## config.mk

```make
export PLATFORM = sky130hd
export DESIGN_NAME = secuenciador_division
export DESIGN_NICKNAME = d
export VERILOG_FILES = /design/src/rtl/secuenciador_division.sv
export SDC_FILE = /design/constraint.sdc
export NUM_CORES = 1
export LEC_CHECK = 0
export BUFFER_PORTS_ARGS = -buffer_cell sky130_fd_sc_hd__clkbuf_2
export CORE_AREA = 3 3 72 74
export DETAILED_ROUTE_END_ITERATION = 10
export DIE_AREA = 0 0 75 77
export PLACE_DENSITY = 0.79
export SLEW_MARGIN = 20
export SYNTH_ARGS = -nofsm -noshare
export SYNTH_HDL_FRONTEND = slang
export SYNTH_SLANG_ARGS = --single-unit
```

## constraint.sdc

```tcl
create_clock -name clk -period 1.8 [get_ports clk]
set_input_delay 0.36 -clock clk [delete_from_list [all_inputs] [get_ports clk]]
set_output_delay 0.36 -clock clk [all_outputs]
set_load 0.05 [all_outputs]
```

## src/rtl/secuenciador_division.sv

```systemverilog
// secuenciador_division
// ---------------------------------------------------------------------------
// Control FSM that sits between operand capture and the divider / bin2bcd /
// display chain. A rising edge on operands_ready captures A/B. The FSM then
// pulses the divider, waits for its result with a timeout, and pulses the
// bin-to-BCD converter with either the quotient or the remainder. It also
// handles divide-by-zero and the quotient/remainder display toggle.
//
// Handshake semantics: this block has no valid/ready pairs. Every exchange is
// a one-cycle pulse. div_start and bcd_start are single-cycle requests. Their
// data (div_dividendo/div_divisor, bcd_bin) is stable from the pulse until
// the matching done pulse arrives. div_done and bcd_done are single-cycle
// completions. They are honoured only in the matching wait state; at any other
// time they are ignored.
//
// Ports:
//   clk, rst                   clock, asynchronous active-low reset
//   operands_ready, a_in, b_in operand capture level and operands
//   sel_toggle                 pulse: swap the displayed value (quotient/remainder)
//   div_start, div_dividendo,
//   div_divisor                divider request
//   div_done, div_cociente,
//   div_resto                  divider completion and results
//   bcd_start, bcd_bin         bin2bcd request
//   bcd_done                   bin2bcd completion
//   busy, result_valid         status flags
//   show_resto                 0 = quotient shown, 1 = remainder shown
//   err_div0, err_timeout      sticky error flags
//   state_dbg                  current FSM state encoding
// ---------------------------------------------------------------------------
module secuenciador_division #(
  parameter int W           = 7,
  parameter int TIMEOUT_CYC = 64
) (
  input  logic         clk,
  input  logic         rst,
  input  logic         operands_ready,
  input  logic [W-1:0] a_in,
  input  logic [W-1:0] b_in,
  input  logic         sel_toggle,
  output logic         div_start,
  output logic [W-1:0] div_dividendo,
  output logic [W-1:0] div_divisor,
  input  logic         div_done,
  input  logic [W-1:0] div_cociente,
  input  logic [W-1:0] div_resto,
  output logic         bcd_start,
  output logic [W-1:0] bcd_bin,
  input  logic         bcd_done,
  output logic         busy,
  output logic         result_valid,
  output logic         show_resto,
  output logic         err_div0,
  output logic         err_timeout,
  output logic [2:0]   state_dbg
);

  typedef enum logic [2:0] {
    S_IDLE      = 3'd0,
    S_LATCH     = 3'd1,
    S_DIV_GO    = 3'd2,
    S_DIV_WAIT  = 3'd3,
    S_CONV_GO   = 3'd4,
    S_CONV_WAIT = 3'd5,
    S_SHOW      = 3'd6,
    S_ERROR     = 3'd7
  } state_t;

  localparam int CW = $clog2(TIMEOUT_CYC + 1);

  state_t         state, state_nx;
  logic           ready_d;
  logic           new_ops;
  logic           limit;
  logic [CW-1:0]  cnt;
  logic [W-1:0]   a_reg, b_reg, q_reg, r_reg;
  logic [W-1:0]   bcd_bin_reg;
  logic           bcd_start_reg;
  logic           show_resto_reg;
  logic           err_div0_reg, err_timeout_reg;

  assign new_ops = operands_ready & ~ready_d;
  // The counter is cleared on entry to a wait state. In the k-th cycle of the
  // wait state it holds k. The last cycle in which a done pulse is accepted is
  // therefore the one where cnt == TIMEOUT_CYC-1.
  assign limit   = (cnt == CW'(TIMEOUT_CYC - 1));

  // Next-state logic
  always_comb begin
    state_nx = state;
    unique case (state)
      S_IDLE:      if (new_ops) state_nx = S_LATCH;
      S_LATCH:     state_nx = (b_in == '0) ? S_ERROR : S_DIV_GO;
      S_DIV_GO:    state_nx = S_DIV_WAIT;
      S_DIV_WAIT: begin
        if (div_done)   state_nx = S_CONV_GO;
        else if (limit) state_nx = S_ERROR;
      end
      S_CONV_GO:   state_nx = S_CONV_WAIT;
      S_CONV_WAIT: begin
        if (bcd_done)   state_nx = S_SHOW;
        else if (limit) state_nx = S_ERROR;
      end
      // new_ops has priority over a coincident sel_toggle.
      S_SHOW: begin
        if (new_ops)         state_nx = S_LATCH;
        else if (sel_toggle) state_nx = S_CONV_GO;
      end
      S_ERROR:     if (new_ops) state_nx = S_LATCH;
      default:     state_nx = S_IDLE;
    endcase
  end

  // State register
  always_ff @(posedge clk or negedge rst) begin
    if (!rst) state <= S_IDLE;
    else      state <= state_nx;
  end

  // Datapath, counter and flags
  always_ff @(posedge clk or negedge rst) begin
    if (!rst) begin
      ready_d         <= 1'b0;
      cnt             <= '0;
      a_reg           <= '0;
      b_reg           <= '0;
      q_reg           <= '0;
      r_reg           <= '0;
      bcd_bin_reg     <= '0;
      bcd_start_reg   <= 1'b0;
      show_resto_reg  <= 1'b0;
      err_div0_reg    <= 1'b0;
      err_timeout_reg <= 1'b0;
    end else begin
      ready_d       <= operands_ready;
      bcd_start_reg <= 1'b0;
      unique case (state)
        S_LATCH: begin
          a_reg           <= a_in;
          b_reg           <= b_in;
          err_div0_reg    <= (b_in == '0);
          err_timeout_reg <= 1'b0;
        end
        S_DIV_GO: cnt <= '0;
        S_DIV_WAIT: begin
          cnt <= cnt + 1'b1;
          if (div_done) begin
            q_reg <= div_cociente;
            r_reg <= div_resto;
          end else if (limit) begin
            err_timeout_reg <= 1'b1;
          end
        end
        // bcd_bin is loaded here from the already-updated show_resto. The
        // start pulse is registered so that it coincides with valid data.
        // This puts bcd_start two cycles after div_done.
        S_CONV_GO: begin
          cnt           <= '0;
          bcd_bin_reg   <= show_resto_reg ? r_reg : q_reg;
          bcd_start_reg <= 1'b1;
        end
        S_CONV_WAIT: begin
          cnt <= cnt + 1'b1;
          if (!bcd_done && limit) err_timeout_reg <= 1'b1;
        end
        S_SHOW: begin
          if (!new_ops && sel_toggle) show_resto_reg <= ~show_resto_reg;
        end
        default: ;
      endcase
    end
  end

  // Outputs
  assign div_start     = (state == S_DIV_GO);
  assign div_dividendo = a_reg;
  assign div_divisor   = b_reg;
  assign bcd_start     = bcd_start_reg;
  assign bcd_bin       = bcd_bin_reg;
  assign busy          = (state == S_LATCH)   || (state == S_DIV_GO) ||
                         (state == S_DIV_WAIT) || (state == S_CONV_GO) ||
                         (state == S_CONV_WAIT);
  assign result_valid  = (state == S_SHOW);
  assign show_resto    = show_resto_reg;
  assign err_div0      = err_div0_reg;
  assign err_timeout   = err_timeout_reg;
  assign state_dbg     = state;

endmodule

```

==> flow_metrics.tcl, run 1 <==
set metrics [dict create \
    yosys.area_share.adder_pct 0.5453 \
    detailedPlacementHpwl_mm 3.311 \
    maxCapViolations 0 \
    synth_top_area_share_pct 54.53 \
    fillCellCount 371 \
    arrival_ns 1.38 \
    diodes 0 \
    muxShareOfSynthArea_pct 20.39 \
    period_minus_slack_ns 1.736 \
    yosys.area_share.simple_pct 11.83 \
    grt_overflow_total 0 \
    antenna_found_initial 0 \
    area_delta_synth_final_pct 27.21 \
    worst-r2r-cell-count 6 \
    cts_buffers 5 \
    synth-compound-area-share_pct 8.124 \
    cts.path.max_buffers 2 \
    finalInstanceArea_um2 2919 \
    syn_avg_cell_area_um2 12.47 \
    cts-root-buf "clkbuf_8" \
    io_pins 65 \
    drt_iter0_markers 99 \
    grt_pass1_wl_mm 8.128 \
    coreArea_um2 4661 \
    row_count 25 \
    ff2ff_setup_slack_ns 0.16 \
    wl_per_cell_um 14.52 \
    io_buffer_count 64 \
    die_area_um2 5775 \
    routabilityCongestion 0.8443 \
    hold_end "ready_d" \
    clkSinkCount 50 \
    fp.dieW_um 75 \
    grtUsageTotal_pct 18.02 \
    ir_drop_mv 1.414 \
    dieHeight_um 77 \
    vias 1667 \
    drcViolationCount 0 \
    drt-total-wl_mm 4.618 \
    finalCritPeriodShare_pct 96.45 \
    viasPerCell 5.242 \
    reg2reg_to "q_reg[0]" \
    skew_ns 0.01138 \
    hp-class "input port to register" \
    rsz0062_at_grt "false" \
    tns_ns 0 \
    synth_edf_count 0 \
    path_clk_slew_ns 0.09 \
    synth.most_common_cell "dfrtp_1" \
    clk_latency_ns 0.31 \
    power.leakage_nw 1.424 \
    synth_nets 219 \
    required_ns 1.44 \
    drive_gt1_share_pct 50.76 \
    hold_start "operands_ready" \
    worstHoldPathCells 1 \
    htreeDepth 2 \
    synth-warning-count 0 \
    path_class "register to output pin" \
    grt_pass1_vias 1719 \
    syn_area_um2 2295 \
    powerDensity_nw_per_um2 2139 \
    synth_commonest_cells "dfrtp_1, mux2_2, a21oi_1, nand2_1" \
    synth.distinct_cells 36 \
    fin_nets 298 \
    final-setup-viol-count 0 \
    synth_ff_type "dfrtp_1" \
    outcome "complete, no violations" \
    max_freq_ghz 0.5760 \
    crit_path_max_fanout 6 \
    ys_seq_area_share_pct 54.53 \
    grt_max_degree 34 \
    tightest_slew_ns 0.4990 \
    yosysTopAreaCell "dfrtp_1" \
    synth_area_leaders "dfrtp_1, mux2_2, mux2_4, mux2i_1, a21oi_1" \
    slew_headroom_pct 66.43 \
    synthArstFlopShare_pct 100.0 \
    cts_tree "done" \
    synth-xor-area-share_pct 0.7634 \
    antenna_left 0 \
    initial_core_util_pct 49.23 \
    hold_viol 0 \
    reg2reg_from "state_dbg[2]" \
    cp-start-kind "register" \
    maxSlewViolCount 0 \
    firstDrtPassIters 4 \
    end_kind "output pin" \
    synth_top_family_by_area "multiplexers" \
    synth-seq-cells 50 \
    syn_inst 184 \
    place_area_um2 2744 \
]
-- repair_timing --
| action | 4_1_cts | 5_1_grt |
|---|---|---|
| hold buffers | 1 | 0 |
| hold endpoints to repair | 9 | 0 |
| buffers inserted | 2 | 3 |
| gates resized for setup | 6 | 3 |
| setup endpoints to repair | 3 | 3 |
-- cell families (layout without fill, tap and decap cells) --
| group | count (synthesis) | count (layout) |
|---|---|---|
| AO/OA/AOI/OAI | 33 | 33 |
| XOR/XNOR | 2 | 2 |
| AND/OR/NAND/NOR | 47 | 47 |
| buffers and inverters | 12 | 92 |
| flip-flops | 50 | 50 |
| multiplexers | 39 | 39 |
| adder cells (fa/ha/maj) | 1 | 1 |
-- worst max-delay path: stages, from the launching register on --
cell and delay [ns]:
dfrtp_4 0.55, inv_2 0.13, and3_2 0.18, clkbuf_4 0.22
-- stage by stage --
step | utilization (%) | power [mW] | std cells | hold slack, ns | setup WS [ns]
finish | 62.63 | 6.243 | 318 | 0.1784 | 0.06382
global route | 62.63 | 6.657 | 318 | 0.1755 | 0.007176
CTS | 61.80 | 6.196 | 315 | 0.1729 | 0.003206
detailed placement | 58.87 | 5.419 | 304 | 0.3359 | 0.2063
global placement | 58.87 | 5.345 | 304 | 0.3333 | 0.2666
floorplan | - | 4.701 | 184 | 0.06441 | -0.04448
-- power breakdown --
part	switching (mW)	total (mW)	leakage (nW)	internal, mW
clock network	0.399	0.688	0.0502	0.288
logic	2.20	3.57	0.773	1.37
registers	0.335	1.98	0.601	1.65
total	2.93	6.24	1.42	3.31
-- placed cells by master, fill, tap and decap left out, types with 2 or more instances in the layout --
master,synthesis,routed
clkbuf_2,0,61
dfrtp_1,50,47
mux2_2,18,18
buf_4,3,15
nand2_1,13,13
a21oi_1,13,12
mux2_4,11,11
nor2_1,11,11
mux2i_1,10,10
o21ai_0,8,8
clkbuf_8,0,5
nor3_1,5,4
nor3b_4,2,3
nand3_1,3,3
o21ai_1,3,3
nand2b_1,3,3
clkbuf_4,0,3
a21o_1,2,2
o22ai_1,2,2
a22o_1,2,2
clkinv_4,0,2
buf_12,0,2
dfrtp_2,0,2
-- metal layers --
layer	vias up	share of wire (%)	global-route usage [%]
met5	-	0	0
met4	0	0.91	3.737
met1	806	44	24.74
met2	47	49	28.14
li1	810	-	-
met3	4	5.9	5.374
-- worst max path at each step --
| stage | start | end | slack, ns | depth (start not counted) |
|---|---|---|---|---|
| final | state_dbg[0] | result_valid | 0.06 | 3 |
| after global routing | state_dbg[0] | result_valid | 0.007 | 3 |
| after CTS | state_dbg[0] | busy | 0.003 | 3 |
| after detailed placement | state_dbg[0] | busy | 0.21 | 3 |
| after global placement | state_dbg[1] | div_dividendo[4] | 0.27 | 4 |
| after floorplan | state_dbg[1] | div_start | -0.04 | 2 |
-- final cells by class --
class	instances	area (um^2)	area share (%)
clock inverter	3	28.78	0.9859
multi-input combinational	122	998.5	34.20
clock buffer	5	68.82	2.357
timing repair buffer	82	490.5	16.80
sequential	50	1257	43.08
tap	54	67.56	2.315
inverter	2	7.507	0.2572
No activity file was read; power rests on OpenSTA's default activity.
==> run 2, diff against run 1 <==
- CORE_AREA: 3 3 72 74 -> 2 2 68 70
- DIE_AREA: 0 0 75 77 -> 0 0 70 72
- PLACE_DENSITY: 0.79 -> 0.85
- clock period: 1.8 -> 2.2 ns (I/O delays scaled with it)
==> run 2 against run 1 <==
Global-route usage up 2.0 points. First-iteration DRC count grew 2.0%. Wire length decreased by 2.1%. Count of clock-buffer cells in the layout increased by 1. Sequential share of layout area up 2.4 points. Via count is 4.7% lower. Non-clock buffer count fell by 12. Worst hold slack got worse by 0.0099 ns. Highest routed layer unchanged.
==> flow_metrics.tcl, run 2 (synthesis results as in run 1) <==
set metrics [dict create \
    crit_path_max_fanout 15 \
    io_pins 65 \
    path_buf_inv 1 \
    drt-total-wl_mm 4.523 \
    critPathMaxStageDelay_ns 0.76 \
    area_delta_synth_final_pct 20.01 \
    finalCritPeriodShare_pct 95.97 \
    layoutNonFillerInstCount 304 \
    worstPathCellList "nor3b_2, clkbuf_2" \
    io_buffer_count 64 \
    clkSinkCount 50 \
    firstDrtPassIters 6 \
    required_ns 1.76 \
    tightest_slew_ns 0.7182 \
    place_ws_ns 0.3238 \
    grt_pass1_vias 1668 \
    hold_buffers 0 \
    path_clk_slew_ns 0.09 \
    path_class "register to output pin" \
    vias 1588 \
    cts_tree "done" \
    antenna_found_initial 0 \
    hp-class "input port to async pin" \
    rsz0062_at_grt "false" \
    dieHeight_um 72 \
    cts_buffers 5 \
    routabilityCongestion 0.8177 \
    fp.dieW_um 70 \
    cp_top_family "flip-flops" \
    row_count 24 \
    skew_ns 0.01077 \
    antenna_left 0 \
    final_cell_mix "clkbuf_2, dfrtp_1, mux2_2" \
    maxSlewViolCount 0 \
    grt_overflow_total 0 \
    arrival_ns 1.67 \
    drcViolationCount 0 \
    power.leakage_nw 1.343 \
    period_minus_slack_ns 2.111 \
    cts.path.max_buffers 2 \
    drt_iter0_markers 101 \
    clk_latency_ns 0.31 \
    maxCapViolations 0 \
    initial_core_util_pct 53.81 \
    tns_ns 0 \
    grt_max_degree 30 \
    powerDensity_nw_per_um2 1770 \
    finalWorstSetupSlack_ns 0.08873 \
    hold_viol 0 \
    crit_path_top_delay_cell "dfrtp_1" \
    die_area_um2 5040 \
    detailedPlacementHpwl_mm 3.272 \
    wl_per_cell_um 14.88 \
    slew_headroom_pct 52.12 \
    layout_commonest_cell "clkbuf_2" \
    outcome "complete, no violations" \
    end_kind "output pin" \
    grt_pass1_wl_mm 7.762 \
    htreeDepth 2 \
    final-setup-viol-count 0 \
    fin_nets 286 \
    ir_drop_mv 1.098 \
    dp.cells 296 \
    diodes 0 \
    max_freq_ghz 0.4736 \
    drive_gt1_share_pct 46.43 \
    coreArea_um2 4264 \
    grtUsageTotal_pct 20.01 \
    cp-start-kind "register" \
    viasPerCell 5.224 \
    cts-root-buf "clkbuf_8" \
]
run 2: layout make-up:
class | instances | area [um^2]
multi-input combinational | 122 | 964.7
tap | 52 | 65.06
timing repair buffer | 70 | 365.4
inverter | 2 | 7.507
clock buffer | 6 | 82.58
sequential | 50 | 1252
clock inverter | 2 | 16.27
fill | 335 | 1510
run 2: worst paths after layout:
kind,endpoint,start,slack (ns),depth (start not counted)
setup / recovery,div_start,state_dbg[1],0.09,2
hold / removal,state_dbg[1],rst,0.17,1
setup reg to reg,q_reg[3],state_dbg[1],0.31,2
hold reg to reg,div_dividendo[0],div_dividendo[0],0.51,1
max in group asynchronous,div_dividendo[4],rst,1.34,2
min in group clk,ready_d,operands_ready,0.26,1
run 2: repair_timing:
action | in CTS | in global routing
gates resized for setup | 0 | 1
setup endpoints to repair | 0 | 1
setup buffers | 0 | 0
run 2: stage by stage:
step | power [mW] | util [%] | instance area (um^2) | hold WS (ns)
after floorplan | 3.810 | - | 2303 | 0.1444
after global placement | 4.229 | 62.24 | 2654 | 0.4898
after detailed placement | 4.322 | 62.24 | 2654 | 0.4903
after CTS | 4.913 | 64.55 | 2753 | 0.1812
after global routing | 5.168 | 64.58 | 2754 | 0.2261
final | 4.874 | 64.58 | 2754 | 0.1686
run 2: power by group:
part | switching, mW | internal (mW)
clock network | 0.314 | 0.259
logic | 1.64 | 0.944
registers | 0.376 | 1.34
total | 2.33 | 2.54
run 2: per-layer routing:
| metal | vias to the layer above | wire [um] | global-route usage, % |
|---|---|---|---|
| li1 | 781 | - | - |
| met1 | 763 | 1914 | 24.79 |
| met2 | 35 | 2316 | 33.97 |
| met3 | 9 | 203 | 5.278 |
| met4 | 0 | 89 | 7.692 |
| met5 | - | 0 | 0 |
